`src/rtl/mem_arb_pkg.sv`:
```
// Shared types and constants for the memory port arbiter.
// Optional build macro in the arbiter: MEM_ARB_RR_EN (round-robin tie break).
package mem_arb_pkg;

  typedef enum logic [1:0] {
    ST_IDLE   = 2'd0,
    ST_ACCESS = 2'd1,
    ST_RESP   = 2'd2
  } arb_state_t;

  typedef enum logic {
    GNT_IF = 1'b0,
    GNT_DM = 1'b1
  } arb_gnt_t;

  localparam int unsigned LAT_CNT_W = 4;

  // True when any address bit at or above the used word-index width is set.
  function automatic logic addr_above(input logic [31:0] a, input int unsigned aw);
    return (a >> aw) != 32'd0;
  endfunction

endpackage

```
`src/rtl/mem_arb_lat_cnt.sv`:
```
// Loadable down-counter timing how long the memory strobes are held.
module mem_arb_lat_cnt
  import mem_arb_pkg::*;
#(
  parameter int unsigned MEM_LAT = 2
) (
  input  logic clk,
  input  logic reset,
  input  logic i_load,
  input  logic i_dec,
  output logic o_zero
);

  logic [LAT_CNT_W-1:0] r_cnt;

  // Load MEM_LAT-1 at grant, then count down to 0 and hold there.
  always_ff @(posedge clk) begin
    if (reset) begin
      r_cnt <= '0;
    end else if (i_load) begin
      r_cnt <= LAT_CNT_W'(MEM_LAT - 1);
    end else if (i_dec && (r_cnt != '0)) begin
      r_cnt <= r_cnt - 1'b1;
    end
  end

  assign o_zero = (r_cnt == '0);

endmodule

```
`src/rtl/mem_port_arbiter.sv`:
```
// Arbitrates the single-port main memory between instruction fetch (IF)
// and the data stage (DM). One transaction at a time: IDLE -> ACCESS -> RESP.
// Optional build macro: MEM_ARB_RR_EN -- on a tie, grant the requester not
// served last (dm wins the first tie); otherwise dm always beats if.
module mem_port_arbiter
  import mem_arb_pkg::*;
#(
  parameter int unsigned DATA_W  = 32,
  parameter int unsigned ADDR_W  = 8,
  parameter int unsigned MEM_LAT = 2
) (
  input  logic              clk,
  input  logic              reset,
  input  logic              if_req,
  input  logic [31:0]       if_addr,
  output logic [DATA_W-1:0] if_rdata,
  output logic              if_ready,
  input  logic              dm_req,
  input  logic              dm_we,
  input  logic [31:0]       dm_addr,
  input  logic [DATA_W-1:0] dm_wdata,
  output logic [DATA_W-1:0] dm_rdata,
  output logic              dm_ready,
  output logic [31:0]       m_addr,
  output logic [DATA_W-1:0] m_wdata,
  output logic              m_read,
  output logic              m_write,
  input  logic [DATA_W-1:0] m_rdata,
  output logic              oob_err
);

  arb_state_t        r_state;
  arb_gnt_t          r_gnt;
  logic              r_we;
  logic              r_oob;
  logic [31:0]       r_m_addr;
  logic [DATA_W-1:0] r_m_wdata;
  logic              r_m_read;
  logic              r_m_write;
  logic [DATA_W-1:0] r_if_rdata;
  logic [DATA_W-1:0] r_dm_rdata;
  logic              r_if_ready;
  logic              r_dm_ready;
  logic              r_oob_err;

  arb_gnt_t          w_gnt;
  logic              w_any_req;
  logic [31:0]       w_sel_addr;
  logic              w_sel_we;
  logic              w_sel_oob;
  logic [DATA_W-1:0] w_rd_data;
  logic              w_cnt_load;
  logic              w_cnt_dec;
  logic              w_cnt_zero;

`ifdef MEM_ARB_RR_EN
  arb_gnt_t          r_last_gnt;
`endif

  assign w_any_req = if_req | dm_req;

  // Winner selection for the IDLE grant decision.
  always_comb begin
    w_gnt = GNT_IF;
`ifdef MEM_ARB_RR_EN
    if (dm_req && if_req) begin
      w_gnt = (r_last_gnt == GNT_DM) ? GNT_IF : GNT_DM;
    end else if (dm_req) begin
      w_gnt = GNT_DM;
    end
`else
    if (dm_req) begin
      w_gnt = GNT_DM;
    end
`endif
  end

  assign w_sel_addr = (w_gnt == GNT_DM) ? dm_addr : if_addr;
  assign w_sel_we   = (w_gnt == GNT_DM) & dm_we;
  assign w_sel_oob  = addr_above(w_sel_addr, ADDR_W);
  assign w_rd_data  = r_oob ? '0 : m_rdata;

  assign w_cnt_load = (r_state == ST_IDLE) & w_any_req;
  assign w_cnt_dec  = (r_state == ST_ACCESS) & ~w_cnt_zero;

  mem_arb_lat_cnt #(
    .MEM_LAT (MEM_LAT)
  ) u_lat_cnt (
    .clk    (clk),
    .reset  (reset),
    .i_load (w_cnt_load),
    .i_dec  (w_cnt_dec),
    .o_zero (w_cnt_zero)
  );

`ifdef MEM_ARB_RR_EN
  // Remember who was granted last, for the tie break.
  always_ff @(posedge clk) begin
    if (reset) begin
      r_last_gnt <= GNT_IF;
    end else if (w_cnt_load) begin
      r_last_gnt <= w_gnt;
    end
  end
`endif

  // Transaction FSM with registered strobes, data and ready pulses.
  always_ff @(posedge clk) begin
    if (reset) begin
      r_state    <= ST_IDLE;
      r_gnt      <= GNT_IF;
      r_we       <= 1'b0;
      r_oob      <= 1'b0;
      r_m_addr   <= '0;
      r_m_wdata  <= '0;
      r_m_read   <= 1'b0;
      r_m_write  <= 1'b0;
      r_if_rdata <= '0;
      r_dm_rdata <= '0;
      r_if_ready <= 1'b0;
      r_dm_ready <= 1'b0;
      r_oob_err  <= 1'b0;
    end else begin
      r_if_ready <= 1'b0;
      r_dm_ready <= 1'b0;
      case (r_state)
        ST_IDLE: begin
          if (w_any_req) begin
            r_gnt     <= w_gnt;
            r_we      <= w_sel_we;
            r_oob     <= w_sel_oob;
            r_m_addr  <= w_sel_addr;
            r_m_wdata <= (w_gnt == GNT_DM) ? dm_wdata : '0;
            r_m_read  <= ~w_sel_we;
            r_m_write <= w_sel_we & ~w_sel_oob;
            if (w_sel_oob) begin
              r_oob_err <= 1'b1;
            end
            r_state <= ST_ACCESS;
          end
        end
        ST_ACCESS: begin
          if (w_cnt_zero) begin
            r_m_read  <= 1'b0;
            r_m_write <= 1'b0;
            r_m_addr  <= '0;
            r_m_wdata <= '0;
            // Only the winner keeps data; the other port reads back 0.
            if (r_gnt == GNT_DM) begin
              r_dm_ready <= 1'b1;
              r_if_rdata <= '0;
              if (!r_we) begin
                r_dm_rdata <= w_rd_data;
              end
            end else begin
              r_if_ready <= 1'b1;
              r_if_rdata <= w_rd_data;
              r_dm_rdata <= '0;
            end
            r_state <= ST_RESP;
          end
        end
        ST_RESP: begin
          r_state <= ST_IDLE;
        end
        default: begin
          r_state <= ST_IDLE;
        end
      endcase
    end
  end

  assign if_rdata = r_if_rdata;
  assign if_ready = r_if_ready;
  assign dm_rdata = r_dm_rdata;
  assign dm_ready = r_dm_ready;
  assign m_addr   = r_m_addr;
  assign m_wdata  = r_m_wdata;
  assign m_read   = r_m_read;
  assign m_write  = r_m_write;
  assign oob_err  = r_oob_err;

endmodule

```
`config.mk`:
```
export PLATFORM = sky130hd
export DESIGN_NAME = mem_port_arbiter
export DESIGN_NICKNAME = d
export VERILOG_FILES = /design/src/rtl/mem_arb_pkg.sv /design/src/rtl/mem_arb_lat_cnt.sv /design/src/rtl/mem_port_arbiter.sv
export SDC_FILE = /design/constraint.sdc
export NUM_CORES = 1
export LEC_CHECK = 0
export ABC_AREA = 0
export BUFFER_PORTS_ARGS = -buffer_cell sky130_fd_sc_hd__buf_2
export CAP_MARGIN = 20
export CORE_AREA = 2 2 116 146
export DETAILED_ROUTE_END_ITERATION = 8
export DIE_AREA = 0 0 118 148
export GPL_TIMING_DRIVEN = 1
export HOLD_SLACK_MARGIN = 0.06
export PLACE_DENSITY = 0.59
export SETUP_SLACK_MARGIN = 0.3
export SYNTH_ARGS = -nofsm -noshare
export SYNTH_HDL_FRONTEND = slang
export SYNTH_HIERARCHICAL = 1
export SYNTH_SLANG_ARGS = --single-unit
```
`constraint.sdc`:
```
create_clock -name clk -period 2.5 [get_ports clk]
set_clock_uncertainty 0.1 [all_clocks]
set_input_delay 0.25 -clock clk [delete_from_list [all_inputs] [get_ports clk]]
set_output_delay 0.25 -clock clk [all_outputs]
set_load 0.005 [all_outputs]
```
==> results of run 1 <==
## cells in the final DEF, fill, tap and decap left out, drive strengths merged, types with 3 or more instances in the layout
cell         netlist  routed
nand3             65      65
a21oi            102     102
mux2i             28      28
a22oi              5       5
nor4               8       8
nor2              64      64
clkinv             0       3
clkbuf            36      22
or4                4       4
nor3               7       7
buf               13     289
a211oi             3       3
o21ai              3       3
mux2               4       4
dfxtp            142     142
nand2             69      69
a22o              32      32
dlygate4sd3        0      65
inv                7       9
clkinvlp           0       5
## tightest hold or removal path, cell delays in order
cell	delay, ns
buf_2	0.12
nand2_1	0.05
a22oi_1	0.05
nor2_1	0.08
## path summary, 6_finish.rpt
kind	to	slack (ns)	cells past startpoint
setup / recovery	m_wdata[8]	0.32	11
hold / removal	r_gnt	0.08	4
setup reg to reg	m_wdata[8]	0.32	11
hold reg to reg	dm_rdata[9]	0.35	2
## per-layer routing
metal  routed length (µm)  track usage (%)  up-vias
li1                     -                -     2799
met1                 7396            23.09     2623
met2                 8931            34.33      218
met3                  996            4.977       37
met4                  459            8.675        0
met5                    0                0        -
## repair_timing
item / CTS / global route
setup buffers: 4 / 5
endpoints found under the hold margin: 98 / 0
hold buffers: 65 / 0
gates cloned: 1 / 3
pin swaps: 3 / 17
setup endpoints to repair: 120 / 63
gates resized for setup: 8 / 8
## final cells by class
class | instances | share of cell area (%)
flip-flops and latches | 142 | 33.74
clock buffers | 20 | 5.534
multi-input cells | 414 | 28.47
well taps | 216 | 3.205
clock inverters | 12 | 1.588
inverters | 7 | 0.3412
repair buffers | 356 | 27.12
## report_power, final
part	switching [mW]	internal [mW]	leakage [nW]
logic	0.544	0.485	2.45
registers	0.0727	2.39	1.16
clock network	0.992	1.55	0.281
total	1.61	4.43	3.89
## logic make-up (layout without fill, tap and decap cells)
group	Yosys count	count (layout)	synth area share (%)
AOI/OAI and AO/OA	150	150	17.22
adders and majority gates	1	1	0.2320
buffers and inverters	56	395	4.154
DFF	142	142	52.73
muxes	32	32	6.034
and+or+nand+nor	231	231	19.63
## flip-flops by register name, indices dropped and copies added, names as in the netlist
name,cells
dm_rdata,32
dm_ready,1
if_rdata,32
if_ready,1
m_addr,32
m_read,1
m_wdata,32
m_write,1
oob_err,1
r_gnt,1
r_oob,1
r_state,2
r_we,1
u_lat_cnt/r_cnt,4
## cells in the mapped netlist (2+ instances only)
master and number:
mux2_2 2, nor2_1 64, clkbuf_1 36, or4b_1 2
or4_1 2, and3_2 2, nor4_1 7, or4_4 2
nor3_1 7, buf_1 2, nor2b_1 2, a21oi_1 101
nand3_1 65, nand2_1 69, buf_2 11, mux2_1 2
o21ai_0 2, inv_1 6, a22o_1 32, mux2i_1 28
dfxtp_1 142, a22oi_1 5, nand4_1 2, a211oi_2 3
and2_1 2
==> metrics.yaml, run 1 <==
synthesis:
  synthDominantCellAreaShare_pct: 52.73
  yosys-top-cells-area: "dfxtp_1 53%, a21oi_1 9.4%, nand3_1 6.0%"
  synth_warnings: 6
  synth_area_leader_cell: "dfxtp_1"
  ys_seq_area_share_pct: 52.73
  synth_ff_type: "dfxtp_1"
  synth_nets: 746
  synth_cells: 612
  syn_area_mm2: 0.005391
  syn_avg_cell_area_um2: 8.810
  ys_ff_latch: 142
  yosysUniqueCellTypes: 39
  async_reset_ff_share_pct: 0
  synth_edf_count: 0
finish:
  layout-drive-gt1-share_pct: 37.33
  fin_nets: 1072
  final-seq-area_mm2: 0.002845
  multi_input_area_mm2: 0.002401
  n_antenna_cell: 0
  final_area_mm2: 0.008433
  final_cells: 1167
  fin_util_pct: 52.48
  nFillCells: 1565
  area.growth.synth_to_final_pct: 56.42
die:
  die_y_um: 148
  initial_core_util_pct: 33.55
  dieArea_mm2: 0.01746
  pin_count: 266
  row_count: 52
  core_area_mm2: 0.01607
  dieWidth_um: 118
timing:
  clock.fmax_ghz: 0.4592
  rsz0062_at_grt: "yes"
  timing.setup.tns_ns: 0
  tightestPinTransition_ns: 0.5392
  final.min_clock_period_ns: 2.178
  setup_ws_ns: 0.3222
  drv_slew: 0
  period_share_pct: 87.11
  hold_viol: 0
  slew_headroom_pct: 63.78
  finalSetupViolCount: 0
  hold_slack_ns: 0.08446
cts:
  clkLatencyLatePin_ns: 0.42
  clock_path_buffers: 2
  cts-root-buf: "clkbuf_16"
  numClockSinks: 142
  cts.htree.levels: 4
  clkTransAtPathRegs_ns: 0.06
  cts_tree: "yes"
  cts_buffers: 17
pwr:
  p_leak_nw: 3.891
  power_mw: 6.038
  ir_drop_uv: 432.1
  powerDensity_mw_per_mm2: 716.0
detailed_routing:
  final_antenna_net_count: 0
  routedWlPerCell_um: 15.24
  drtIter0Drc: 260
  vias: 5677
  drt-total-wl_um: 17780
  dr.pass1.iters: 4
  viasPerCell: 4.865
  drc_errors: 0
place:
  dp_cells: 1057
  dp_worst_setup_slack_ns: 0.1045
  placed_area_mm2: 0.006977
  numPortBuffers: 265
  place.gp.congestion: 0.7799
  dp_hpwl_um: 11280
worst_setup_path:
  worstSetupEndpointType: "register"
  r2r_start: "u_lat_cnt/r_cnt[0]"
  path_class: "reg -> reg"
  crit_slowest_cell: "or3b_4"
  start_kind: "register"
  crit_path_max_fanout: 8
  critPathLaunch: "u_lat_cnt/r_cnt[0]"
  critPathBufInv: 6
  path_delay_family: "buffers and inverters"
  max_stage_delay_ns: 0.40
  arrival_ns: 2.42
  cp.required_ns: 2.75
  path_cells: "inv_2 -> ha_4 -> or3b_4 -> inv_4 -> inv_2 -> buf_4 -> a211oi_4 -> buf_6 -> buf_6 -> nand3_1 -> a21oi_1"
worst_hold_path:
  worstHoldPathType: "in -> reg"
  hold_start: "if_req"
flow_run:
  maxCapViolCount: 0
grt:
  grt-ovfl-total: 0
  antenna_found_initial: 0
  grt_pass1_vias: 5529
  grt_pass1_wl_um: 27690
  grt_use_total_pct: 19.79
  grt_max_degree: 48
outcome:
  status: "complete, no violations"
(Power assumes the default switching activity.)
==> run 2: changes to the inputs <==
--- a/config.mk
+++ b/config.mk
@@ -8,12 +8,14 @@
 export ABC_AREA = 0
 export BUFFER_PORTS_ARGS = -buffer_cell sky130_fd_sc_hd__buf_2
 export CAP_MARGIN = 20
-export CORE_AREA = 2 2 116 146
+export CELL_PAD_IN_SITES_DETAIL_PLACEMENT = 0
+export CELL_PAD_IN_SITES_GLOBAL_PLACEMENT = 1
+export CORE_AREA = 2 2 120 151
 export DETAILED_ROUTE_END_ITERATION = 8
-export DIE_AREA = 0 0 118 148
+export DIE_AREA = 0 0 122 153
 export GPL_TIMING_DRIVEN = 1
 export HOLD_SLACK_MARGIN = 0.06
-export PLACE_DENSITY = 0.59
+export PLACE_DENSITY = 0.74
 export SETUP_SLACK_MARGIN = 0.3
 export SYNTH_ARGS = -nofsm -noshare
 export SYNTH_HDL_FRONTEND = slang
==> metrics.yaml, run 2 (synthesized netlist as in run 1, its figures left out) <==
place:
  numPortBuffers: 265  # unchanged
  placed_area_mm2: 0.007022  # +0.65%
  place.gp.congestion: 0.7775  # -0.31%
  dp_hpwl_um: 11810  # +4.8%
cts:
  clkLatencyLatePin_ns: 0.42  # about the same
  numClockSinks: 142  # unchanged
  cts_buffers: 17  # unchanged
  clock_path_buffers: 2  # unchanged
  cts.htree.levels: 4  # unchanged
  cts_tree: "yes"
  clkTransAtPathRegs_ns: 0.06  # about the same
  cts-root-buf: "clkbuf_16"
timing:
  hold_viol: 0  # unchanged
  clock.fmax_ghz: 0.4519  # -1.6%
  finalSetupViolCount: 0  # unchanged
  final.min_clock_period_ns: 2.213  # +0.03508 ns
  drv_slew: 0  # unchanged
  slew_headroom_pct: 65.14  # +1.4 points
  timing.setup.tns_ns: 0  # unchanged
  period_share_pct: 88.52  # +1.4 points
  rsz0062_at_grt: "yes"
  tightestPinTransition_ns: 0.5181  # -0.02116 ns
pwr:
  power_mw: 6.229  # +3.2%
  powerDensity_mw_per_mm2: 737.0  # +2.9%
  p_leak_nw: 3.904  # +0.32%
  ir_drop_uv: 461.9  # +6.9%
worst_setup_path:
  arrival_ns: 2.46  # +0.04 ns
  crit_path_max_fanout: 4  # -4
  start_kind: "register"
  cp.required_ns: 2.74  # about the same
  worstSetupEndpointType: "register"
  path_class: "reg -> reg"
detailed_routing:
  dr.pass1.iters: 4  # unchanged
  wl_met3_um: 1201  # +21%
  viasPerCell: 4.783  # -1.7%
  drc_errors: 0  # unchanged
  drt-total-wl_um: 17520  # -1.5%
  met2_length_um: 8622  # -3.5%
  drtIter0Drc: 248  # -4.6%
  routed.top_layer: "met4"
  routedWlPerCell_um: 14.91  # -2.1%
  vias: 5620  # -1.0%
  final_antenna_net_count: 0  # unchanged
  wl_met1_um: 7209  # -2.5%
die:
  die_y_um: 153  # +3.4%
  dieArea_mm2: 0.01867  # +6.9%
  pin_count: 266  # unchanged
  core_area_mm2: 0.01723  # +7.2%
  dieWidth_um: 122  # +3.4%
  row_count: 54  # +3.8%
  initial_core_util_pct: 31.29  # -2.3 points
finish:
  final_cell_mix: "264 x buf_2, 140 x dfxtp_1, 99 x a21oi_1"
  layout-drive-gt1-share_pct: 37.12  # -0.21 points
  n_antenna_cell: 0  # unchanged
  fin_nets: 1072  # unchanged
  fin_util_pct: 49.06  # -3.4 points
  final_area_mm2: 0.008452  # +0.22%
  area.growth.synth_to_final_pct: 56.76
  final_common_cell: "buf_2"
grt:
  grt-ovfl-total: 0  # unchanged
  grt_pass1_wl_um: 27840  # +0.55%
  grt_use_total_pct: 18.76  # -1.0 points
  grt_pass1_vias: 5572  # +0.78%
  grt_max_degree: 75  # +56%
  antenna_found_initial: 0  # unchanged
worst_hold_path:
  worstHoldPathType: "in -> reg"
outcome:
  status: "complete, no violations"
flow_run:
  maxCapViolCount: 0  # unchanged
[run 2: cell count changes in the layout (fill, tap and decap cells not counted), sizes merged]
cell	previous run	this run
bufinv	2	5
clkbuf	22	19
clkinvlp	5	3
buf	289	290
clkinv	3	4
[run 2: power by group]
part,switching [mW],internal [mW]
sequential,0.0726,2.39
clock,0.990,1.77
combinational,0.532,0.470
[run 2: final timing paths]
| kind | from | end | slack [ns] | cells past startpoint |
|---|---|---|---|---|
| worst max register to register | u_lat_cnt/r_cnt[0] | u_lat_cnt/r_cnt[3] | 0.29 | 9 |
| worst min-delay path | if_addr[6] | m_addr[6] | 0.09 | 5 |
| worst max-delay path | u_lat_cnt/r_cnt[0] | u_lat_cnt/r_cnt[3] | 0.29 | 9 |
| worst min register to register | m_wdata[18] | m_wdata[18] | 0.35 | 2 |
[run 2: final cells by class]
class / count / area (µm²)
clock inverter: 14 / 214.0
timing repair buffer: 356 / 2258
clock buffer: 18 / 429.2
multi-input combinational: 414 / 2394
sequential: 142 / 2845
tap: 224 / 280.3
inverter: 7 / 31.28
fill: 1686 / 8777
[run 2: stage by stage]
stage               hold slack (ns)  cells  worst slack [ns]
floorplan                    0.2146    612            0.3015
global placement             0.3349   1068            0.1497
detailed placement           0.3415   1068            0.1204
CTS                         0.06692   1170            0.3069
global route                 0.1180   1175            0.2522
finish                      0.08625   1175            0.2871
[run 2: layer usage]
metal | vias up | GRT usage, %
met1 | 2571 | 21.54
li1 | 2810 | -
met3 | 34 | 5.410
met2 | 205 | 32.03
met5 | - | 0
met4 | 0 | 8.210
[run 2: worst max-delay path, stage by stage, from the launching register on]
cell	delay [ns]
dfxtp_2	0.33
inv_2	0.05
ha_4	0.15
or3b_4	0.24
inv_4	0.05
inv_4	0.05
and2_4	0.14
or4b_4	0.47
or3_4	0.34
a211oi_2	0.21
[run 2: timing repair]
item	4_1_cts	5_1_grt
pin swaps	3	4
resized for setup	7	8
hold buffers	65	0
endpoints found under the hold margin	97	0
setup buffers	5	4
cloned	0	1
setup endpoints to repair	101	52
==> run 3: changes to the inputs <==
--- a/config.mk
+++ b/config.mk
@@ -16,6 +16,7 @@
 export GPL_TIMING_DRIVEN = 1
 export HOLD_SLACK_MARGIN = 0.06
 export PLACE_DENSITY = 0.74
+export RECOVER_POWER = 100
 export SETUP_SLACK_MARGIN = 0.3
 export SYNTH_ARGS = -nofsm -noshare
 export SYNTH_HDL_FRONTEND = slang
==> constraint.sdc (replaced) <==
create_clock -name clk -period 2.5 [get_ports clk]
set_clock_uncertainty 0.1 [all_clocks]
set_input_delay 0.375 -clock clk [delete_from_list [all_inputs] [get_ports clk]]
set_output_delay 0.375 -clock clk [all_outputs]
set_load 0.005 [all_outputs]
==> metrics.yaml, run 3 (synthesized netlist as in run 1, its figures left out) <==
grt:
  met3_usage_pct: 5.896  # +0.49 points
  grt_max_degree: 69  # -8.0%
  grt_pass1_wl_um: 26150  # -6.1%
  gr-usage-met2_pct: 31.18  # -0.85 points
  antenna_found_initial: 0  # unchanged
  busiest_layer: "met2"
  grt_use_total_pct: 17.72  # -1.0 points
  grtUsageMet1_pct: 20.08  # -1.5 points
  grt-ovfl-total: 0  # unchanged
  grt_pass1_vias: 5120  # -8.1%
cts:
  clock_path_buffers: 2  # unchanged
  numClockSinks: 142  # unchanged
  clkLatencyLatePin_ns: 0.41  # about the same
  cts_buffers: 17  # unchanged
  cts-root-buf: "clkbuf_16"
  cts_hold_buffers: 0  # -100%
  cts_tree: "yes"
  clkTransAtPathRegs_ns: 0.06  # about the same
  cts.htree.levels: 4  # unchanged
detailed_routing:
  viasPerCell: 4.846  # +1.3%
  drtIter0Drc: 226  # -8.9%
  drt-total-wl_um: 17080  # -2.5%
  drc_errors: 0  # unchanged
  final_antenna_net_count: 0  # unchanged
  dr.pass1.iters: 7  # +3
  routedWlPerCell_um: 15.42  # +3.4%
  vias: 5369  # -4.5%
place:
  dp_hpwl_um: 11550  # -2.2%
  numPortBuffers: 265  # unchanged
  placed_area_mm2: 0.006994  # -0.39%
  place.gp.congestion: 0.7756  # -0.24%
  dp_worst_setup_slack_ns: 0.1165  # -0.003913 ns
  dp_cells: 1066  # -0.19%
finish:
  fin_util_pct: 43.95  # -5.1 points
  n_antenna_cell: 0  # unchanged
  area.growth.synth_to_final_pct: 40.45
  nFillCells: 1798  # +6.6%
  final_common_cell: "buf_2"
  layout-drive-gt1-share_pct: 28.17  # -9.0 points
  fin_nets: 1006  # -6.2%
  final-seq-area_mm2: 0.002845  # unchanged
  final_cell_mix: "167 x buf_2, 140 x dfxtp_1, 98 x a21oi_1, 98 x clkbuf_1, 69 x nand2_1"
  multi_input_area_mm2: 0.002369  # -1.0%
  final_cells: 1108  # -5.7%
  final_area_mm2: 0.007572  # -10%
die:
  initial_core_util_pct: 31.29  # unchanged
  die_y_um: 153  # unchanged
  dieWidth_um: 122  # unchanged
  dieArea_mm2: 0.01867  # unchanged
  pin_count: 266  # unchanged
  core_area_mm2: 0.01723  # unchanged
  row_count: 54  # unchanged
flow_run:
  maxCapViolCount: 0  # unchanged
worst_setup_path:
  arrival_ns: 2.52  # +0.06 ns
  crit_path_max_fanout: 5  # +1
  worstSetupEndpointType: "register"
  cp.required_ns: 2.73  # about the same
  path_class: "reg -> reg"
  start_kind: "register"
timing:
  final.min_clock_period_ns: 2.295  # +0.08173 ns
  drv_slew: 0  # unchanged
  rsz0062_at_grt: "yes"
  finalSetupViolCount: 0  # unchanged
  tightestPinTransition_ns: 0.7286  # +0.2106 ns
  hold_slack_ns: 0.08901  # +0.002761 ns
  setup_ws_ns: 0.2053  # -0.08173 ns
  clock.fmax_ghz: 0.4358  # -3.6%
  slew_headroom_pct: 51.43  # -14 points
  hold_viol: 0  # unchanged
  period_share_pct: 91.79  # +3.3 points
  timing.setup.tns_ns: 0  # unchanged
worst_hold_path:
  worstHoldPathType: "in -> reg"
pwr:
  ir_drop_uv: 435.2  # -5.8%
  power_mw: 5.808  # -6.8%
  p_leak_nw: 3.191  # -18%
  powerDensity_mw_per_mm2: 767.0  # +4.1%
outcome:
  status: "complete, no violations"
-- run 3: final timing paths --
kind                                      endpoint          startpoint  depth (start not counted)  slack, ns
worst max-delay path            u_lat_cnt/r_cnt[3]  u_lat_cnt/r_cnt[0]                          9       0.21
worst min-delay path                   if_rdata[2]          m_rdata[2]                          2       0.09
worst max register to register  u_lat_cnt/r_cnt[3]  u_lat_cnt/r_cnt[0]                          9       0.21
worst min register to register        dm_rdata[28]        dm_rdata[28]                          2       0.35
-- run 3: worst max-delay path, cell delays in order, from the launching register on --
cell and delay (ns):
dfxtp_2 0.33, inv_1 0.06, ha_1 0.19, or3b_1 0.28, inv_4 0.07, inv_4 0.06, and2_4 0.13, or4b_4 0.46
or3_4 0.34, a211oi_2 0.21
-- run 3: per-layer routing --
metal	share of wire (%)	wire, µm	vias to the layer above
met3	7.1	1220	15
met4	1.3	227	0
met1	41	7077	2481
met2	50	8557	192
li1	-	-	2681
met5	0	0	-
-- run 3: where the power goes --
group          switching, mW  internal [mW]  total, mW
clock network          0.985           1.46       2.45
registers             0.0729           2.39       2.47
logic                  0.521          0.372      0.894
total                   1.58           4.23       5.81
-- run 3: repair_timing --
action,4_1_cts,5_1_grt
setup buffers,5,2
setup endpoints to repair,131,64
pin swaps,3,4
gates resized for setup,8,9
gates cloned,0,4
-- run 3: final cells by class --
class	instances	area share (%)
sequential	142	37.57
multi-input combinational	414	31.28
timing repair buffer	290	19.51
clock buffer	17	5.618
tap	224	3.701
clock inverter	14	1.900
inverter	7	0.4131
